`config.mk`:
```
export PLATFORM = sky130hd
export DESIGN_NAME = rr_mux_n
export DESIGN_NICKNAME = d
export VERILOG_FILES = /design/src/rtl/rr_mux_n.sv
export SDC_FILE = /design/constraint.sdc
export NUM_CORES = 1
export LEC_CHECK = 0
export BUFFER_PORTS_ARGS = -buffer_cell sky130_fd_sc_hd__buf_2
export CAP_MARGIN = 5
export CORE_ASPECT_RATIO = 0.6
export CORE_MARGIN = 2
export CORE_UTILIZATION = 50
export CTS_BUF_LIST = sky130_fd_sc_hd__clkbuf_8
export DETAILED_ROUTE_END_ITERATION = 8
export HOLD_SLACK_MARGIN = 0.06
export PLACE_DENSITY = 0.88
export SETUP_SLACK_MARGIN = 0.2
export SLEW_MARGIN = 20
export SYNTH_ARGS = -nofsm -noshare
export SYNTH_HDL_FRONTEND = slang
export SYNTH_SLANG_ARGS = --single-unit
```
`constraint.sdc`:
```
create_clock -name clk -period 6.1 [get_ports clk]
set_input_delay 0.305 -clock clk [delete_from_list [all_inputs] [get_ports clk]]
set_output_delay 0.305 -clock clk [all_outputs]
set_load 0.01 [all_outputs]
```
`src/rtl/rr_mux_n.sv`:
```
// N-channel registered multiplexer with per-channel valid/ready handshakes.
// Fixed-select or round-robin arbitration; each output word is tagged with its source channel.
module rr_mux_n #(
  parameter int N     = 8,
  parameter int WIDTH = 8,
  parameter int SELW  = $clog2(N)
) (
  input  logic               clk,
  input  logic               rst_n,
  input  logic [N*WIDTH-1:0] in_data,
  input  logic [N-1:0]       in_valid,
  output logic [N-1:0]       in_ready,
  input  logic               mode,
  input  logic [SELW-1:0]    sel,
  output logic [WIDTH-1:0]   out_data,
  output logic [SELW-1:0]    out_chan,
  output logic               out_valid,
  input  logic               out_ready
);

  localparam int              NP    = 1 << SELW;
  localparam logic [SELW:0]   N_EXT = (SELW+1)'(N);
  localparam logic [SELW-1:0] LAST  = SELW'(N - 1);

  logic [SELW-1:0]  ptr_reg;
  logic             load_en;
  logic [NP-1:0]    valid_pad;
  logic [WIDTH-1:0] words [NP];
  logic [2*N-1:0]   valid_dbl;
  logic [N-1:0]     valid_rot;
  logic             rr_found;
  logic [SELW-1:0]  rr_off;
  logic [SELW:0]    rr_sum;
  logic [SELW-1:0]  rr_idx;
  logic             fix_ok;
  logic [SELW-1:0]  grant_idx;
  logic             grant_valid;

  assign load_en = !out_valid || out_ready;

  // Pad to a power of two so an out-of-range sel simply sees an idle channel.
  assign valid_pad = NP'(in_valid);

  generate
    for (genvar gi = 0; gi < NP; gi++) begin : g_words
      if (gi < N) begin : g_real
        assign words[gi] = in_data[gi*WIDTH +: WIDTH];
      end else begin : g_pad
        assign words[gi] = '0;
      end
    end
  endgenerate

  // Rotate the valid vector so bit 0 is the channel at ptr; the lowest set bit wins.
  assign valid_dbl = {in_valid, in_valid};
  assign valid_rot = valid_dbl[ptr_reg +: N];

  always_comb begin
    rr_found = 1'b0;
    rr_off   = '0;
    for (int i = N - 1; i >= 0; i--) begin
      if (valid_rot[i]) begin
        rr_found = 1'b1;
        rr_off   = SELW'(i);
      end
    end
  end

  assign rr_sum = {1'b0, ptr_reg} + {1'b0, rr_off};
  assign rr_idx = (rr_sum >= N_EXT) ? SELW'(rr_sum - N_EXT) : rr_sum[SELW-1:0];

  assign fix_ok      = valid_pad[sel];
  assign grant_idx   = mode ? rr_idx : sel;
  assign grant_valid = rst_n && load_en && (mode ? rr_found : fix_ok);

  generate
    for (genvar gi = 0; gi < N; gi++) begin : g_ready
      assign in_ready[gi] = grant_valid && (grant_idx == SELW'(gi));
    end
  endgenerate

  always_ff @(posedge clk) begin
    if (!rst_n) begin
      out_valid <= 1'b0;
      out_data  <= '0;
      out_chan  <= '0;
      ptr_reg   <= '0;
    end else begin
      if (grant_valid) begin
        out_data  <= words[grant_idx];
        out_chan  <= grant_idx;
        out_valid <= 1'b1;
      end else if (out_ready) begin
        out_valid <= 1'b0;
      end
      if (grant_valid && mode) begin
        ptr_reg <= (grant_idx == LAST) ? '0 : grant_idx + SELW'(1);
      end
    end
  end

endmodule

```
# Yosys cells after proc, flatten, opt, wreduce, memory -nomap -nowiden
# Index checks and enable logic that the tools add are counted.
word_totals:
  mem_count: 0
  input_bits: 79
  mem_bits_rw: 0
  output_inout_bits: 20
  latch_bits: 0
  word_cells: 61
  reg_bits: 15
  rom_bits: 0
classes:
  add_sub_neg: 3
  reduce_logical: 15
  n_lt_le_gt_ge: 3
  n_bitwise: 1
  eq_ne: 7
  div: 0
  shift: 1
  n_mux: 27
  mul: 0
op_table:
  columns: ["operator", "n"]
  rows:
  - ["two-way mux 3 bit", 11]
  - ["binary-select mux 8 bit (select 3 bit)", 1]
  - ["two-way mux 8 bit", 2]
  - ["indexed part select 16 x 4 -> 8 bit", 1]
  - ["equality test 3 bit (second input constant)", 4]
  - ["two-way mux 1 bit", 12]
  - ["logical AND 1 bit", 11]
  - [">= comparator 4 bit (second input constant)", 2]
  - ["equality test 3 x 2 -> 1 bit (second input constant)", 2]
  - ["adder 3 x 3 -> 4 bit", 1]
  - ["< comparator 3 x 4 -> 1 bit (second input constant)", 1]
  - ["inverter 3 -> 4 bit", 1]
  - ["adder 3 x 1 -> 3 bit (second input constant)", 1]
  - ["binary-select mux 1 bit (select 3 bit)", 1]
  - ["equality test 3 x 1 -> 1 bit (second input constant)", 1]
  - ["zero test 3 bit", 1]
  - ["subtractor 3 x 1 -> 3 bit (second input constant)", 1]
  - ["nonzero test 2 bit", 1]
  - ["zero test 1 bit", 1]
  - ["logical OR 1 bit", 1]

# Depth between registers and ports, before layout
logic_depth:
  ltp_word: 17
  mapped_depth: 20

# Worst setup path after synthesis
# Ideal clock, no wire load.
synth_timing:
  path_type: "flip-flop to flip-flop"
  from: "reg ptr_reg[1]"
  to: "reg ptr_reg[2]"
  setup_slack_ps: 1909
  arrival_ps: 4121
  stages_incl_launch_ff: 19
  required_ps: 6030
  path_cell_list: "dfxtp_1 > buf_6 > buf_6 > mux2i_1 > o21a_1 > o21ai_0 > o21ai_0 > o21ai_0 > a211oi_1 > a31oi_1 > ha_1 > mux2i_1 > clkbuf_1 > inv_1 > ha_1 > xor2_1 > xnor2_1 > or3_1 > a21oi_1"
synth_via:
  elab_chain_cells: 15
  elab_cells_between_ends: 28
synth_rtl:
  columns: ["element", "line", "text"]
  rows:
  - ["start, declared", "25", "logic [SELW-1:0] ptr_reg;"]
  - ["start signal, assigned", "97", "ptr_reg <= (grant_idx == LAST) ? '0 : grant_idx + SELW'(1);"]
  - ["indexed part select 16 x 4 -> 8 bit", "56", "assign valid_rot = valid_dbl[ptr_reg +: N];"]
  - ["two-way mux 3 bit (8 in series)", "62", "if (valid_rot[i]) begin"]
  - ["adder 3 x 3 -> 4 bit *", "69", "assign rr_sum = {1'b0, ptr_reg} + {1'b0, rr_off};"]
  - [">= comparator 4 bit / subtractor 3 x 1 -> 3 bit (equally long branches)", "70", "assign rr_idx = (rr_sum >= N_EXT) ? SELW'(rr_sum - N_EXT) : rr_sum[SELW-1:0];"]
  - ["two-way mux 3 bit *", "70", null]
  - ["two-way mux 3 bit *", "73", "assign grant_idx = mode ? rr_idx : sel;"]
  - ["via grant_idx[0]", "36", "logic [SELW-1:0] grant_idx;"]
  - ["adder 3 x 1 -> 3 bit / equality test 3 bit (equally long branches)", "97", null]
  - ["two-way mux 3 bit *", "97", null]
# Mark *: on every way through the listed nets, which the timed path passes. The rest lies on a longest branch.
# A chain may end at the register's enable or synchronous reset.

# Worst setup path in the final report
layout_timing:
  from: "reg ptr_reg[1]"
  to: "out in_ready[0]"
layout_via:
  elab_chain_cells: 15
  elab_cells_between_ends: 26
layout_rtl:
  columns: ["element", "line", "text"]
  rows:
  - ["indexed part select 16 x 4 -> 8 bit", "56", null]
  - ["two-way mux 3 bit (8 in series)", "62", null]
  - ["adder 3 x 3 -> 4 bit", "69", null]
  - [">= comparator 4 bit / subtractor 3 x 1 -> 3 bit (equally long branches)", "70", null]
  - ["two-way mux 3 bit", "70", null]
  - ["two-way mux 3 bit", "73", null]
  - ["zero test 3 bit", "78", "assign in_ready[gi] = grant_valid && (grant_idx == SELW'(gi));"]
  - ["logical AND 1 bit *", "78", null]
  - ["end, declared", "12", "output logic [N-1:0] in_ready,"]
# Mark *: on every way between the ends. The rest lies on a longest branch, timed or not.

==> metrics.md <==
| Metric | Value |
|---|---|
| Post-CTS setup buffer count | 0 |
| Die Footprint | 4510 um2 |
| Static leakage | 1.16 nW |
| Predominant post-synthesis flop cell | dfxtp_1 |
| Largest cells by area after synthesis | dfxtp_1, mux4_2, mux2i_1 |
| Cell Count Post-Placement | 375 |
| EDFF count, synth | 0 |
| Crit path launch type | flop |
| Tightest hold margin | 380 ps |
| Initial core utilization | 53.1% |
| Routed vias | 2,345 |
| Max reg flops | 8 |
| Deepest clock path buffer count | 2 |
| Post-synth net total | 329 |
| Final #Nets | 418 |
| Final setup vio count | 0 |
| Total grt overflow | 0 |
| Total number of yosys warnings | 0 |
| Total core area | 3740 um2 |
| Sum of internal, switching and leakage power | 0.516 mW |
| CTS tree | built |
| Number of max-slew violations in the final report | 0 |
| Worst vdd ir | 0.167 mV |
| Worst hold start | rst_n |
| Hold_buf cts | 0 |
| Worst R2R Start | ptr_reg[1]$_SDFFE_PN0P_ |
| Final critical-path share of the clock period | 86.5% |
| Vias in the first global route | 1,911 |
| Final non-filler cell area | 2520 um2 |
| Status | complete, no violations |
| Number of distinct library cells after synthesis | 52 |
| Global-route wire length before repair | 9540 um |
| Critical path arrival | 4970 ps |
| CTS clock-pin slew for the worst setup and hold paths | 70 ps |
| Cell area after synthesis | 1990 um2 |
| X dimension of the die | 85.4 um |
| Die span in y | 52.8 um |
| Transition time at the pin with the least slew margin | 867 ps |
| Min Tclk post-route | 5280 ps |
| Placed Instance Area | 2470 um2 |
| Average instance area after synthesis | 8.14 um2 |
| Final Instance Count excl. Fillers | 379 |
| WL/cell | 17.1 um |
| Synth-to-layout area growth | 26.9% |
| Resize count post-CTS | 0 |
| Part of the Yosys area used for sequential elements | 15.1% |
| Cell count after synthesis | 244 |
| Ant diodes | 0 |
| Max-slew headroom | 42.1% |
| Tightest Hold Check Type | primary input to flop |
| Pwr dens | 205 nW/um2 |
| Max Freq | 190 MHz |
| Total track usage | 27.9% |
| Critical path start-end classification | flop to output pin |
| Clock Latency Late Sink | 260 ps |
| PortBufs | 98 |
| Total length of routed wires | 6490 um |
| Maximum number of pins on one net before global-route repair | 34 |
| Area share of the largest cell type after synthesis | 15.1% |
| Max-cap violations | 0 |
| HPWL reported at the end of detailed placement | 5090 um |
| Drt pass-1 iters | 5 |
| Count of boundary I/O pins | 99 |
| Placement row count | 17 |
| Worst-case clock skew | 1.74 ps |
| Remaining number of nets flagged by the antenna check after routing | 0 |
| Root Driver | clkbuf_8 |
| Setup total negative slack | 0 ps |
| Critical Path Source | ptr_reg[1]$_SDFFE_PN0P_ |
| Share of synthesized flip-flops with an asynchronous set or reset | 0% |
| Worst Path Required | 5790 ps |
| Routability Congestion | 0.862 |
| Number of vias per cell | 6.19 |
| Num CTS Buffers | 3 |
| Violation count after the first detailed-route iteration | 219 |
| Count of state elements after synthesis | 15 |
| Top fanout value on the critical path | 27 |
| Depth of the CTS H-tree | 1 |
| Antenna violations before repair | 0 |
| Share of final-layout standard cells stronger than drive strength 1 | 40.1% |
| Remaining DRCs | 0 |
| Clock sink count | 15 |
| Final hold violation count | 0 |
| Worst setup EP type | output pin |
| Cell type with the largest total area after synthesis | dfxtp_1 |
| RSZ-0062 raised after global routing | no |
## final cells by class
type	instances	area, um2
Fill cell	316	1220
Clock buffer	3	41.3
Timing Repair Buffer	101	513
Multi-Input combinational cell	205	1570
Inverter	7	26.3
Clock inverter	1	7.51
Tap cell	47	58.8
Sequential cell	15	300
## routing by layer
metal | part of all wire [%] | GRT usage [%] | vias up
met4 | 0.88 | 5.29 | 0
met2 | 45 | 40.0 | 120
met1 | 44 | 41.8 | 1118
li1 | - | - | 1097
met3 | 10 | 7.40 | 10
met5 | 0 | 0 | -
## power breakdown
part / switching, mW / internal [mW]
clock network: 0.0406 / 0.0460
registers: 0.0178 / 0.110
logic: 0.163 / 0.139
total: 0.222 / 0.294
## through the flow
step / setup slack, ps / util (%)
finish: 823 / 67.3
global placement: 1380 / 66.0
detailed placement: 1200 / 66.0
global route: 497 / 67.3
floorplan: 1910 / -
CTS: 877 / 67.3
## worst max-delay path, cell delays in order, from the launching register on
cell	delay, ps
dfxtp_1	890
mux2_2	450
o21a_1	170
o21ai_0	150
nor2_1	60
a211o_1	290
o21ai_0	110
a211oi_1	110
a31oi_1	160
ha_1	180
inv_1	60
fa_1	460
o21ai_2	120
buf_4	290
clkinv_1	510
ha_1	420
and3_1	140
buf_2	130
## logic make-up (layout without fill, tap and decap cells)
group	count (synthesis)	count (layout)	synth area share [%]
xor gates and xnor gates	3	3	1.32
adders and majority gates	6	6	4.16
DFF	15	15	15.1
muxes	34	34	25.6
AOI/OAI and AO/OA	80	80	26.7
and+or+nand+nor	82	82	20.5
buffers and inverters	24	112	6.55
## layout by cell type (no fill, tap or decap), types with 3 or more instances in the layout
cell,n
a211oi_1,14
a21oi_1,16
a31oi_1,10
and2_1,8
and3_1,4
buf_2,98
buf_4,3
clkbuf_8,3
dfxtp_1,15
ha_1,5
inv_1,5
mux2_2,4
mux2i_1,14
mux4_2,12
nand2_1,29
nand3_1,5
nor2_1,15
nor2b_1,3
nor3_1,3
o21a_1,4
o21ai_0,14
o21ai_1,3
o31ai_1,4
or3_1,3
## cells in the mapped netlist (4+ instances only)
library cell / n
buf_6: 5
dfxtp_1: 15
o31ai_1: 4
a21oi_1: 16
nand3_1: 5
o21ai_1: 4
inv_1: 5
clkbuf_1: 9
mux2i_1: 15
mux4_2: 12
mux2_2: 4
and2_1: 8
nand2_1: 29
nor2_1: 15
o21ai_0: 14
a211oi_1: 14
and3_1: 4
ha_1: 5
a31oi_1: 10
o21a_1: 4
## worst paths after layout
kind                              end  slack [ps]  cells past startpoint
min            out_valid$_SDFFE_PN0P_         380                      2
max                       in_ready[0]         820                     17
max reg2reg  out_data[4]$_SDFFE_PN0P_        1070                     18
min reg2reg  out_chan[0]$_SDFFE_PN0P_         520                      2
No activity file was read; power rests on OpenSTA's default activity.
